$ cat src/rtl/muldiv_pkg.sv
// Shared definitions for the EX-stage RV32M multiply/divide unit:
// funct3 encodings, sequencer state encoding and the default data width.
package muldiv_pkg;

   localparam int XLEN_DEFAULT = 32;

   localparam logic [2:0] F3_MUL    = 3'b000;
   localparam logic [2:0] F3_MULH   = 3'b001;
   localparam logic [2:0] F3_MULHSU = 3'b010;
   localparam logic [2:0] F3_MULHU  = 3'b011;
   localparam logic [2:0] F3_DIV    = 3'b100;
   localparam logic [2:0] F3_DIVU   = 3'b101;
   localparam logic [2:0] F3_REM    = 3'b110;
   localparam logic [2:0] F3_REMU   = 3'b111;

   typedef enum logic [1:0] {
      IDLE = 2'b00,
      CALC = 2'b01,
      FIX  = 2'b10,
      DONE = 2'b11
   } state_t;

endpackage

$ cat src/rtl/muldiv_step.sv
// One iteration of the multiply/divide datapath on unsigned magnitudes.
// acc layout (2*XLEN+1 bits):
//   multiply: {carry/hi word, product low bits / remaining multiplier}, shifted right
//   divide  : {spare bit, partial remainder, dividend/quotient}, shifted left
module muldiv_step
   import muldiv_pkg::*;
#(
   parameter int XLEN = XLEN_DEFAULT
) (
   input  logic [2*XLEN:0] acc,
   input  logic [XLEN-1:0] operand,
   input  logic            mode,      // 0: shift-add multiply, 1: restoring divide
   output logic [2*XLEN:0] acc_next
);

   logic [XLEN:0]   sum_s;
   logic [XLEN:0]   rem_sh_s;
   logic [XLEN-1:0] quot_sh_s;
   logic [XLEN+1:0] diff_s;

   // Single shift-add or shift-subtract step selected by mode
   always_comb begin
      sum_s     = {(XLEN+1){1'b0}};
      rem_sh_s  = {(XLEN+1){1'b0}};
      quot_sh_s = {XLEN{1'b0}};
      diff_s    = {(XLEN+2){1'b0}};
      acc_next  = acc;
      if (mode == 1'b0) begin
         // Add multiplicand into the high half when the current multiplier bit is set,
         // then shift the whole accumulator right one place (carry enters the top).
         sum_s    = acc[2*XLEN:XLEN] + {1'b0, (operand & {XLEN{acc[0]}})};
         acc_next = {1'b0, sum_s, acc[XLEN-1:1]};
      end else begin
         // Shift remainder:quotient left, try subtracting the divisor from the remainder.
         rem_sh_s  = {acc[2*XLEN-1:XLEN], acc[XLEN-1]};
         quot_sh_s = {acc[XLEN-2:0], 1'b0};
         diff_s    = {1'b0, rem_sh_s} - {2'b00, operand};
         if (diff_s[XLEN+1] == 1'b0) begin
            acc_next = {diff_s[XLEN:0], quot_sh_s[XLEN-1:1], 1'b1};
         end else begin
            acc_next = {rem_sh_s, quot_sh_s};
         end
      end
   end

endmodule

$ cat src/rtl/ex_muldiv_unit.sv
// Iterative RV32M multiply/divide unit for the EX stage. One bit per cycle,
// sign fix in a dedicated cycle, one-cycle done pulse with a registered result.
// Optional build macro MULDIV_RESULT_CACHE_EN: remember the last completed
// {funct3, rs1, rs2, result} and answer an identical request without iterating.
module ex_muldiv_unit
   import muldiv_pkg::*;
#(
   parameter int XLEN = XLEN_DEFAULT
) (
   input  logic            clk,
   input  logic            reset,
   input  logic            start,
   input  logic [2:0]      funct3,
   input  logic [XLEN-1:0] rs1,
   input  logic [XLEN-1:0] rs2,
   input  logic            flush,
   output logic            stall,
   output logic            done,
   output logic [XLEN-1:0] result
);

   localparam int              CW       = $clog2(XLEN) + 1;
   localparam logic [XLEN-1:0] ALL_ONES = {XLEN{1'b1}};
   localparam logic [XLEN-1:0] ZERO     = {XLEN{1'b0}};
   localparam logic [XLEN-1:0] MIN_NEG  = {1'b1, {(XLEN-1){1'b0}}};
   localparam logic [CW-1:0]   LAST_CNT = CW'(XLEN - 1);

   state_t          state_r, state_nx_s;
   logic [CW-1:0]   count_r;
   logic [2:0]      f3_r;
   logic            neg_r;
   logic [2*XLEN:0] acc_r, acc_nx_s;
   logic [XLEN-1:0] opnd_r;
   logic [XLEN-1:0] result_r;

   logic            accept_s, is_div_s, sign_a_s, sign_b_s, a_neg_s, b_neg_s;
   logic            div_zero_s, ovf_s, special_s, res_neg_s;
   logic [XLEN-1:0] abs_a_s, abs_b_s, special_res_s;
   logic [2*XLEN-1:0] prod_s;
   logic [XLEN-1:0] quot_s, rem_s, fix_res_s;
   logic            hit_s;
   logic [XLEN-1:0] cache_res_s;

   assign accept_s = (state_r == IDLE) & start & ~flush;

   // Decode the incoming op: operand signedness, magnitudes and special cases
   always_comb begin
      is_div_s = funct3[2];
      case (funct3)
         F3_MULH:   begin sign_a_s = 1'b1; sign_b_s = 1'b1; end
         F3_MULHSU: begin sign_a_s = 1'b1; sign_b_s = 1'b0; end
         F3_DIV:    begin sign_a_s = 1'b1; sign_b_s = 1'b1; end
         F3_REM:    begin sign_a_s = 1'b1; sign_b_s = 1'b1; end
         default:   begin sign_a_s = 1'b0; sign_b_s = 1'b0; end
      endcase
      a_neg_s = sign_a_s & rs1[XLEN-1];
      b_neg_s = sign_b_s & rs2[XLEN-1];
      abs_a_s = a_neg_s ? -rs1 : rs1;
      abs_b_s = b_neg_s ? -rs2 : rs2;
      // Remainder follows the dividend sign; everything else is sign(a) xor sign(b).
      if (funct3 == F3_REM) begin
         res_neg_s = a_neg_s;
      end else begin
         res_neg_s = a_neg_s ^ b_neg_s;
      end
      div_zero_s = is_div_s & (rs2 == ZERO);
      ovf_s      = ((funct3 == F3_DIV) | (funct3 == F3_REM)) & (rs1 == MIN_NEG) & (rs2 == ALL_ONES);
      special_s  = div_zero_s | ovf_s;
      if (div_zero_s) begin
         special_res_s = funct3[1] ? rs1 : ALL_ONES;
      end else if (ovf_s) begin
         special_res_s = funct3[1] ? ZERO : MIN_NEG;
      end else begin
         special_res_s = ZERO;
      end
   end

   // Sign correction and word selection applied in the FIX cycle
   always_comb begin
      prod_s = neg_r ? -acc_r[2*XLEN-1:0] : acc_r[2*XLEN-1:0];
      quot_s = neg_r ? -acc_r[XLEN-1:0] : acc_r[XLEN-1:0];
      rem_s  = neg_r ? -acc_r[2*XLEN-1:XLEN] : acc_r[2*XLEN-1:XLEN];
      case (f3_r)
         F3_MUL:    fix_res_s = prod_s[XLEN-1:0];
         F3_MULH,
         F3_MULHSU,
         F3_MULHU:  fix_res_s = prod_s[2*XLEN-1:XLEN];
         F3_DIV,
         F3_DIVU:   fix_res_s = quot_s;
         F3_REM,
         F3_REMU:   fix_res_s = rem_s;
         default:   fix_res_s = ZERO;
      endcase
   end

   muldiv_step #(.XLEN(XLEN)) u_step (
      .acc      (acc_r),
      .operand  (opnd_r),
      .mode     (f3_r[2]),
      .acc_next (acc_nx_s)
   );

`ifdef MULDIV_RESULT_CACHE_EN
   logic [XLEN-1:0] op_a_r, op_b_r;
   logic            cache_valid_r;
   logic [2:0]      cache_f3_r;
   logic [XLEN-1:0] cache_a_r, cache_b_r, cache_res_r;

   assign hit_s = accept_s & cache_valid_r & (funct3 == cache_f3_r) &
                  (rs1 == cache_a_r) & (rs2 == cache_b_r);
   assign cache_res_s = cache_res_r;

   // Raw operands of the in-flight op, needed to tag its cached result
   always_ff @(posedge clk) begin
      if (reset) begin
         op_a_r <= ZERO;
         op_b_r <= ZERO;
      end else if (accept_s) begin
         op_a_r <= rs1;
         op_b_r <= rs2;
      end
   end

   // Last-result cache: fill on every completed op, drop on reset or flush
   always_ff @(posedge clk) begin
      if (reset) begin
         cache_valid_r <= 1'b0;
         cache_f3_r    <= 3'b000;
         cache_a_r     <= ZERO;
         cache_b_r     <= ZERO;
         cache_res_r   <= ZERO;
      end else if (flush) begin
         cache_valid_r <= 1'b0;
      end else if (accept_s & special_s) begin
         cache_valid_r <= 1'b1;
         cache_f3_r    <= funct3;
         cache_a_r     <= rs1;
         cache_b_r     <= rs2;
         cache_res_r   <= special_res_s;
      end else if (state_r == FIX) begin
         cache_valid_r <= 1'b1;
         cache_f3_r    <= f3_r;
         cache_a_r     <= op_a_r;
         cache_b_r     <= op_b_r;
         cache_res_r   <= fix_res_s;
      end
   end
`else
   assign hit_s       = 1'b0;
   assign cache_res_s = ZERO;
`endif

   // Sequencer state register
   always_ff @(posedge clk) begin
      if (reset) begin
         state_r <= IDLE;
      end else begin
         state_r <= state_nx_s;
      end
   end

   // Sequencer next-state: flush kills CALC/FIX, never an already-retiring DONE
   always_comb begin
      state_nx_s = state_r;
      case (state_r)
         IDLE: begin
            if (accept_s) begin
               state_nx_s = (special_s | hit_s) ? DONE : CALC;
            end else begin
               state_nx_s = IDLE;
            end
         end
         CALC: begin
            if (flush) begin
               state_nx_s = IDLE;
            end else if (count_r == LAST_CNT) begin
               state_nx_s = FIX;
            end else begin
               state_nx_s = CALC;
            end
         end
         FIX: begin
            if (flush) begin
               state_nx_s = IDLE;
            end else begin
               state_nx_s = DONE;
            end
         end
         DONE:    state_nx_s = IDLE;
         default: state_nx_s = IDLE;
      endcase
   end

   // Datapath: operand capture, iteration and result write on entry to DONE
   always_ff @(posedge clk) begin
      if (reset) begin
         count_r  <= {CW{1'b0}};
         f3_r     <= 3'b000;
         neg_r    <= 1'b0;
         acc_r    <= {(2*XLEN+1){1'b0}};
         opnd_r   <= ZERO;
         result_r <= ZERO;
      end else begin
         case (state_r)
            IDLE: begin
               if (accept_s) begin
                  f3_r    <= funct3;
                  neg_r   <= res_neg_s;
                  count_r <= {CW{1'b0}};
                  // Multiply iterates over rs2 bits adding |rs1|; divide shifts |rs1| through.
                  acc_r   <= {1'b0, ZERO, (is_div_s ? abs_a_s : abs_b_s)};
                  opnd_r  <= is_div_s ? abs_b_s : abs_a_s;
                  if (hit_s) begin
                     result_r <= cache_res_s;
                  end else if (special_s) begin
                     result_r <= special_res_s;
                  end
               end
            end
            CALC: begin
               acc_r   <= acc_nx_s;
               count_r <= count_r + {{(CW-1){1'b0}}, 1'b1};
            end
            FIX: begin
               if (!flush) begin
                  result_r <= fix_res_s;
               end
            end
            default: begin
               count_r <= count_r;
            end
         endcase
      end
   end

   assign stall  = accept_s | (state_r == CALC) | (state_r == FIX);
   assign done   = (state_r == DONE);
   assign result = result_r;

endmodule

$ cat config.mk
export PLATFORM = sky130hd
export DESIGN_NAME = ex_muldiv_unit
export DESIGN_NICKNAME = d
export VERILOG_FILES = /design/src/rtl/muldiv_pkg.sv /design/src/rtl/muldiv_step.sv /design/src/rtl/ex_muldiv_unit.sv
export SDC_FILE = /design/constraint.sdc
export NUM_CORES = 1
export LEC_CHECK = 0
export BUFFER_PORTS_ARGS = -buffer_cell sky130_fd_sc_hd__buf_4
export CAP_MARGIN = 20
export CELL_PAD_IN_SITES_DETAIL_PLACEMENT = 1
export CELL_PAD_IN_SITES_GLOBAL_PLACEMENT = 1
export CORE_ASPECT_RATIO = 0.6
export CORE_MARGIN = 4
export CORE_UTILIZATION = 30
export DETAILED_ROUTE_END_ITERATION = 10
export PLACE_DENSITY = 0.6
export SYNTH_ARGS = -nofsm -noshare
export SYNTH_HDL_FRONTEND = slang
export SYNTH_SLANG_ARGS = --single-unit
$ cat constraint.sdc
create_clock -name clk -period 5.9 [get_ports clk]
set_input_delay 1.475 -clock clk [delete_from_list [all_inputs] [get_ports clk]]
set_output_delay 1.475 -clock clk [all_outputs]
set_load 0.02 [all_outputs]
Word level (Yosys, flattened, before mapping)
Index checks and enable logic that the tools add are counted.
{ "totals": {"reg_bits": 141, "inputBits": 71} }
{ "classes": {"add_sub_neg": 8, "eq_ne": 20, "mux": 31, "bitwise_logic": 14, "n_reduce_logical": 13} }
{ "op_table": {"columns": ["cell", "count"], "rows": [
  ["32-bit 2-to-1 mux", 13],
  ["65-bit 2-to-1 mux", 3],
  ["65-bit one-hot mux with 2 select lines", 1],
  ["32-bit negation", 4],
  ["32-bit one-hot mux with 4 select lines", 1],
  ["32-bit equality test, second input constant", 2],
  ["64-bit 2-to-1 mux", 1],
  ["64-bit negation", 1],
  ["32-bit one-hot mux with 2 select lines", 1],
  ["33-bit by 32-bit subtractor with 34-bit output", 1],
  ["33-bit by 32-bit adder with 33-bit output", 1],
  ["32-bit bitwise AND", 1],
  ["32-bit zero test", 1],
  ["3-bit equality test, second input constant", 6],
  ["6-bit one-hot mux with 2 select lines", 1],
  ["2-bit 2-to-1 mux", 5],
  ["3-bit by 2-bit equality test with 1-bit output, second input constant", 3],
  ["2-bit one-hot mux with 4 select lines", 1],
  ["1-bit bitwise AND", 7],
  ["6-bit by 1-bit adder with 6-bit output, second input constant", 1],
  ["3-bit by 1-bit equality test with 1-bit output, second input constant", 2],
  ["6-bit by 5-bit equality test with 1-bit output, second input constant", 1],
  ["6-bit 2-to-1 mux", 1],
  ["2-bit != test, second input constant", 3],
  ["14 further kinds", 24]
]} }

Depth between registers and ports, before layout
{ "depth": {"word_depth": 9, "ltp_mapped": 16, "depth_no_buf": 14} }

Hierarchy
Synthesis repeated with hierarchy kept, for this count alone.
{ "hier_totals": {"hier_cells": 2092, "hier_area_um2": 14943.1} }
{ "by_module_without_submodules": {"columns": ["module", "n_inst", "cells_per_inst", "area_per_inst_um2", "seq_area_each_um2"], "rows": [
  ["ex_muldiv_unit", 1, 1458, 10481.3, 2822.7],
  ["muldiv_step", 1, 634, 4461.8, 0.0]
]} }

Least setup slack after synthesis
OpenSTA, ideal clock, no wires.
{ "synth_path": {"path_type": "input to register", "startpoint": "input rs1[14]", "endpoint": "register result_r[15], in the netlist result[15]", "arrival_ps": 4043, "setup_slack_ps": 1730, "cell_stages": 11, "path_cell_list": "or4_1 -> nor4_1 -> nand2_1 -> nor4b_1 -> and2_1 -> a21oi_1 -> o22ai_2 -> clkbuf_1 -> o211ai_1 -> o22ai_1 -> nor2_1"} }
{ "synth_between": {"elab_chain_cells": 8, "elab_cells_between_ends": 11} }
{ "synth_rtl": {"columns": ["item", "line", "rtl"], "rows": [
  ["start, declared", "ex_muldiv_unit.sv:14", "input logic [XLEN-1:0] rs1,"],
  ["32-bit equality test (*)", "ex_muldiv_unit.sv:67", "ovf_s = ((funct3 == F3_DIV) | (funct3 == F3_REM)) & (rs1 == MIN_NEG) & (rs2 == ALL_ONES);"],
  ["1-bit bitwise AND (*) (2 in a row)", "ex_muldiv_unit.sv:67", null],
  ["32-bit 2-to-1 mux", "ex_muldiv_unit.sv:71", "end else if (ovf_s) begin"],
  ["32-bit 2-to-1 mux", "ex_muldiv_unit.sv:69", "if (div_zero_s) begin"],
  ["32-bit 2-to-1 mux", "ex_muldiv_unit.sv:215", "end else if (special_s) begin"],
  ["32-bit 2-to-1 mux", "ex_muldiv_unit.sv:206", "if (accept_s) begin"],
  ["32-bit one-hot mux with 2 select lines", "ex_muldiv_unit.sv:204", "case (state_r)"],
  ["end signal, assigned", "ex_muldiv_unit.sv:214", "result_r <= cache_res_s;"],
  ["end signal, assigned", "ex_muldiv_unit.sv:216", "result_r <= special_res_s;"],
  ["end signal, assigned", "ex_muldiv_unit.sv:226", "result_r <= fix_res_s;"],
  ["end, declared", "ex_muldiv_unit.sv:34", "logic [XLEN-1:0] result_r;"]
]} }
Every way passes the cells marked *; elsewhere a longest branch is shown, timed or not. The select of a mux whose other input is x is not followed.
A chain may end at the register's enable or synchronous reset.

Final worst setup path
{ "layout_path": {"startpoint": "register acc_r[31]", "endpoint": "register acc_r[62]"} }
{ "layout_between": {"elab_chain_cells": 4} }
{ "layout_rtl": {"columns": ["item", "line", "rtl"], "rows": [
  ["start, declared", "ex_muldiv_unit.sv:32", "logic [2*XLEN:0] acc_r, acc_nx_s;"],
  ["start signal, assigned", "ex_muldiv_unit.sv:200", "acc_r <= {(2*XLEN+1){1'b0}};"],
  ["start signal, assigned", "ex_muldiv_unit.sv:211", "acc_r <= {1'b0, ZERO, (is_div_s ? abs_a_s : abs_b_s)};"],
  ["start signal, assigned", "ex_muldiv_unit.sv:221", "acc_r <= acc_nx_s;"],
  ["33-bit by 32-bit subtractor with 34-bit output", "muldiv_step.sv:37", "diff_s = {1'b0, rem_sh_s} - {2'b00, operand};"],
  ["65-bit 2-to-1 mux", "muldiv_step.sv:38", "if (diff_s[XLEN+1] == 1'b0) begin"],
  ["65-bit 2-to-1 mux", "muldiv_step.sv:28", "if (mode == 1'b0) begin"],
  ["65-bit one-hot mux with 2 select lines", "ex_muldiv_unit.sv:204", null]
]} }
Every way passes these cells.

==> impl_metrics.json <==
{
  "final_util_pct": 34.62,
  "powerDensity_nw_per_um2": 197.6,
  "post_synth_xor_area_fraction_pct": 8.984,
  "reg2reg_depth": 14,
  "combinationalPowerShare_pct": 32.7,
  "pin_count": 105,
  "ctsHoldBuffers": 0,
  "p_leak_nw": 6.358,
  "clock_latency_ns": 0.46,
  "cts_buffers": 17,
  "status": "completed",
  "synth_area_um2": 14230,
  "htreeDepth": 4,
  "grt_pass1_wl_um": 103500,
  "layout.nets": 2178,
  "globalplace.congestion": 1.005,
  "whs_path_depth": 2,
  "die_x_um": 289.2,
  "p_seq_share_pct": 33.6,
  "clock_path_buffers": 2,
  "synth_mux_area_share_pct": 3.973,
  "final_area_um2": 16140,
  "initial_utilization_pct": 30.52,
  "hold_class": "reg -> reg",
  "port_buffers": 104,
  "endpoint_kind": "flip-flop",
  "switching_share_pct": 40.31,
  "cts_tree": "yes",
  "synth_edf_count": 0,
  "slew_headroom_pct": 28.64,
  "num_rows": 61,
  "dpl_cell_area_um2": 15590,
  "drt_wl_total_um": 71000,
  "syn_area_per_cell_um2": 7.043,
  "vias": 16340,
  "postCtsSetupRepairBufs": 0,
  "path_max_fanout": 4,
  "dp_hpwl_um": 56230,
  "wl_per_cell_um": 26.50,
  "ys_ff_latch": 141,
  "final-hold-violation-count": 0,
  "maxSlewViolCount": 0,
  "cts_root_buf": "clkbuf_16",
  "core_um2": 46630,
  "synth_top_family_by_area": "compound AO/OA/AOI/OAI gates",
  "synthCells": 2021,
  "cts-resized-gates": 0,
  "synth_compound_area_share_pct": 31.35,
  "arrival_ns": 4.99,
  "route.detailed.drc": 0,
  "yosys-top-cells-area": "dfxtp_1 (20%), a21oi_1 (6.2%), ha_1 (6.2%), o21ai_0 (6.1%), nor2_1 (6.1%)",
  "min_period_over_period_pct": 78.38,
  "worst_pin_slew_ns": 1.043,
  "yosysTopAreaCellShare_pct": 19.83,
  "grt_max_degree": 70,
  "setup_viol": 0,
  "power.switching_mw": 1.286,
  "synth_nets": 2164,
  "worstSetupStartpointType": "flip-flop",
  "wl_met2_um": 26330,
  "dieArea_um2": 51110,
  "synth-main-ff-cell": "dfxtp_1",
  "p_clk_share_pct": 33.7,
  "cap_violations": 0,
  "finalCriticalPeriod_ns": 4.625,
  "fin_tns_setup_ns": 0,
  "yosysTopAreaCell": "dfxtp_1",
  "cts.sinks": 141,
  "antenna_found_initial": 6,
  "dieHeight_um": 176.7,
  "firstDrtPassIters": 5,
  "synth_common_cells": "nor2_1 (232), a21oi_1 (176), nand2_1 (175), o21ai_0 (174), dfxtp_1 (141)",
  "syn_to_final_growth_pct": 13.42,
  "drive_gt1_share_pct": 10.25,
  "rsz0062_at_grt": "no",
  "wl_met3_um": 7733,
  "final_antenna_net_count": 0,
  "synth_fa_ha_area_share_pct": 6.435,
  "grt_pass1_vias": 15400,
  "highest_layer": "met4",
  "path_class": "reg -> reg",
  "grt_overflow": 0,
  "dp_slack_ns": 0.8908,
  "track_usage_pct": 27.03,
  "synthSimpleGateAreaFrac_pct": 23.70,
  "ys_warn_count": 0,
  "fillers": 5811,
  "avgViaCountPerCell": 6.100,
  "synth.distinct_cells": 81,
  "setup_slack_ns": 1.276,
  "p_int_mw": 1.904,
  "finalClockSkew_ns": 0.01309,
  "synth.most_common_cell": "nor2_1",
  "vdd_drop_max_mv": 0.2004,
  "first_iter_violations": 1914,
  "max_freq_mhz": 216.2,
  "drt-met1-wl_um": 36110,
  "path_clk_slew_ns": 0.07,
  "required_ns": 6.27,
  "async_flop_share_pct": 0,
  "seq_area_frac_synth_pct": 19.83
}
## routing by layer
metal | vias up | global-route usage (%)
li1 | 7458 | -
met1 | 8141 | 44.00
met2 | 697 | 34.41
met3 | 45 | 7.284
met4 | 0 | 4.605
met5 | - | 0
## kinds of logic after synthesis
group | count (synthesis)
AND/OR/NAND/NOR | 695
buffers and inverters | 216
flip-flops | 141
XOR/XNOR | 146
AO/OA/AOI/OAI | 695
multiplexers | 56
adder cells (fa/ha/maj) | 72
## power by group through the flow
stage | Clock (mW) | Sequential [mW] | Combinational [mW]
after floorplan | 0 | 1.04 | 0.666
after global placement | 0 | 1.09 | 0.987
after detailed placement | 0 | 1.09 | 1.01
after CTS | 1.09 | 1.07 | 1.01
after global routing | 1.13 | 1.07 | 1.12
final | 1.08 | 1.07 | 1.04
## sequential cells by signal (all words and copies together) (netlist names)
signal / cells
opnd_r: 32
result: 32
acc_r: 65
f3_r: 3
neg_r: 1
count_r: 6
state_r: 2
## stage by stage
stage / power [mW] / cells / hold slack (ns)
after floorplan: 1.702 / 2021 / 0.4319
after global placement: 2.074 / 2645 / 0.4420
after detailed placement: 2.093 / 2646 / 0.4485
after CTS: 3.167 / 2678 / 0.4578
after global routing: 3.319 / 2678 / 0.4726
final: 3.190 / 2679 / 0.4538
## final timing paths
kind / startpoint / endpoint / slack [ns]
worst min register to register: opnd_r[28]$_SDFFE_PP0P_ / opnd_r[28]$_SDFFE_PP0P_ / 0.45
worst max-delay path: acc_r[31]$_SDFFE_PP0P_ / acc_r[62]$_SDFFE_PP0P_ / 1.28
worst max register to register: acc_r[31]$_SDFFE_PP0P_ / acc_r[62]$_SDFFE_PP0P_ / 1.28
worst min-delay path: opnd_r[28]$_SDFFE_PP0P_ / opnd_r[28]$_SDFFE_PP0P_ / 0.45
## layout make-up
type	count	area, um2	share of cell area [%]
timing repair buffer	141	1075	6.657
multi-input combinational	1664	10640	65.90
antenna	1	2.502	0.01550
inverter	70	262.8	1.628
clock buffer	19	442.9	2.744
clock inverter	13	106.4	0.6588
sequential	141	2828	17.52
tap	630	788.3	4.883
## critical path: stages, from the launching register on
cell       delay, ns
dfxtp_1         0.35
inv_1           0.21
ha_1            0.25
inv_1           0.07
fa_1            0.43
a211oi_1        0.32
o211ai_1        0.21
a2111oi_0       0.72
nor2_1          0.26
a31oi_1         0.55
o21ai_0         0.25
a21o_1          0.29
nor4_1          0.26
nor4_1          0.09
o31ai_1         0.27
## cell usage in the layout, fill, tap and decap left out, types with 15 or more instances in the layout
cell and n:
ha_1 70, a31oi_1 26, clkbuf_16 17, nand4_1 20, xnor2_1 69, a21oi_1 176, a22oi_1 15, mux2i_1 52
nor4_1 17, nor3_1 44, a211oi_1 78, o21ai_0 174, nand3_1 32, o31ai_1 30, xor2_1 77, nor2_1 231
o211ai_1 35, or3_1 27, a21o_1 37, nor2b_1 21, inv_1 69, nand2_1 175, buf_4 139, nand2b_1 27
dfxtp_1 139, or4_1 22
Note: power is estimated with default switching activity, not from simulation.
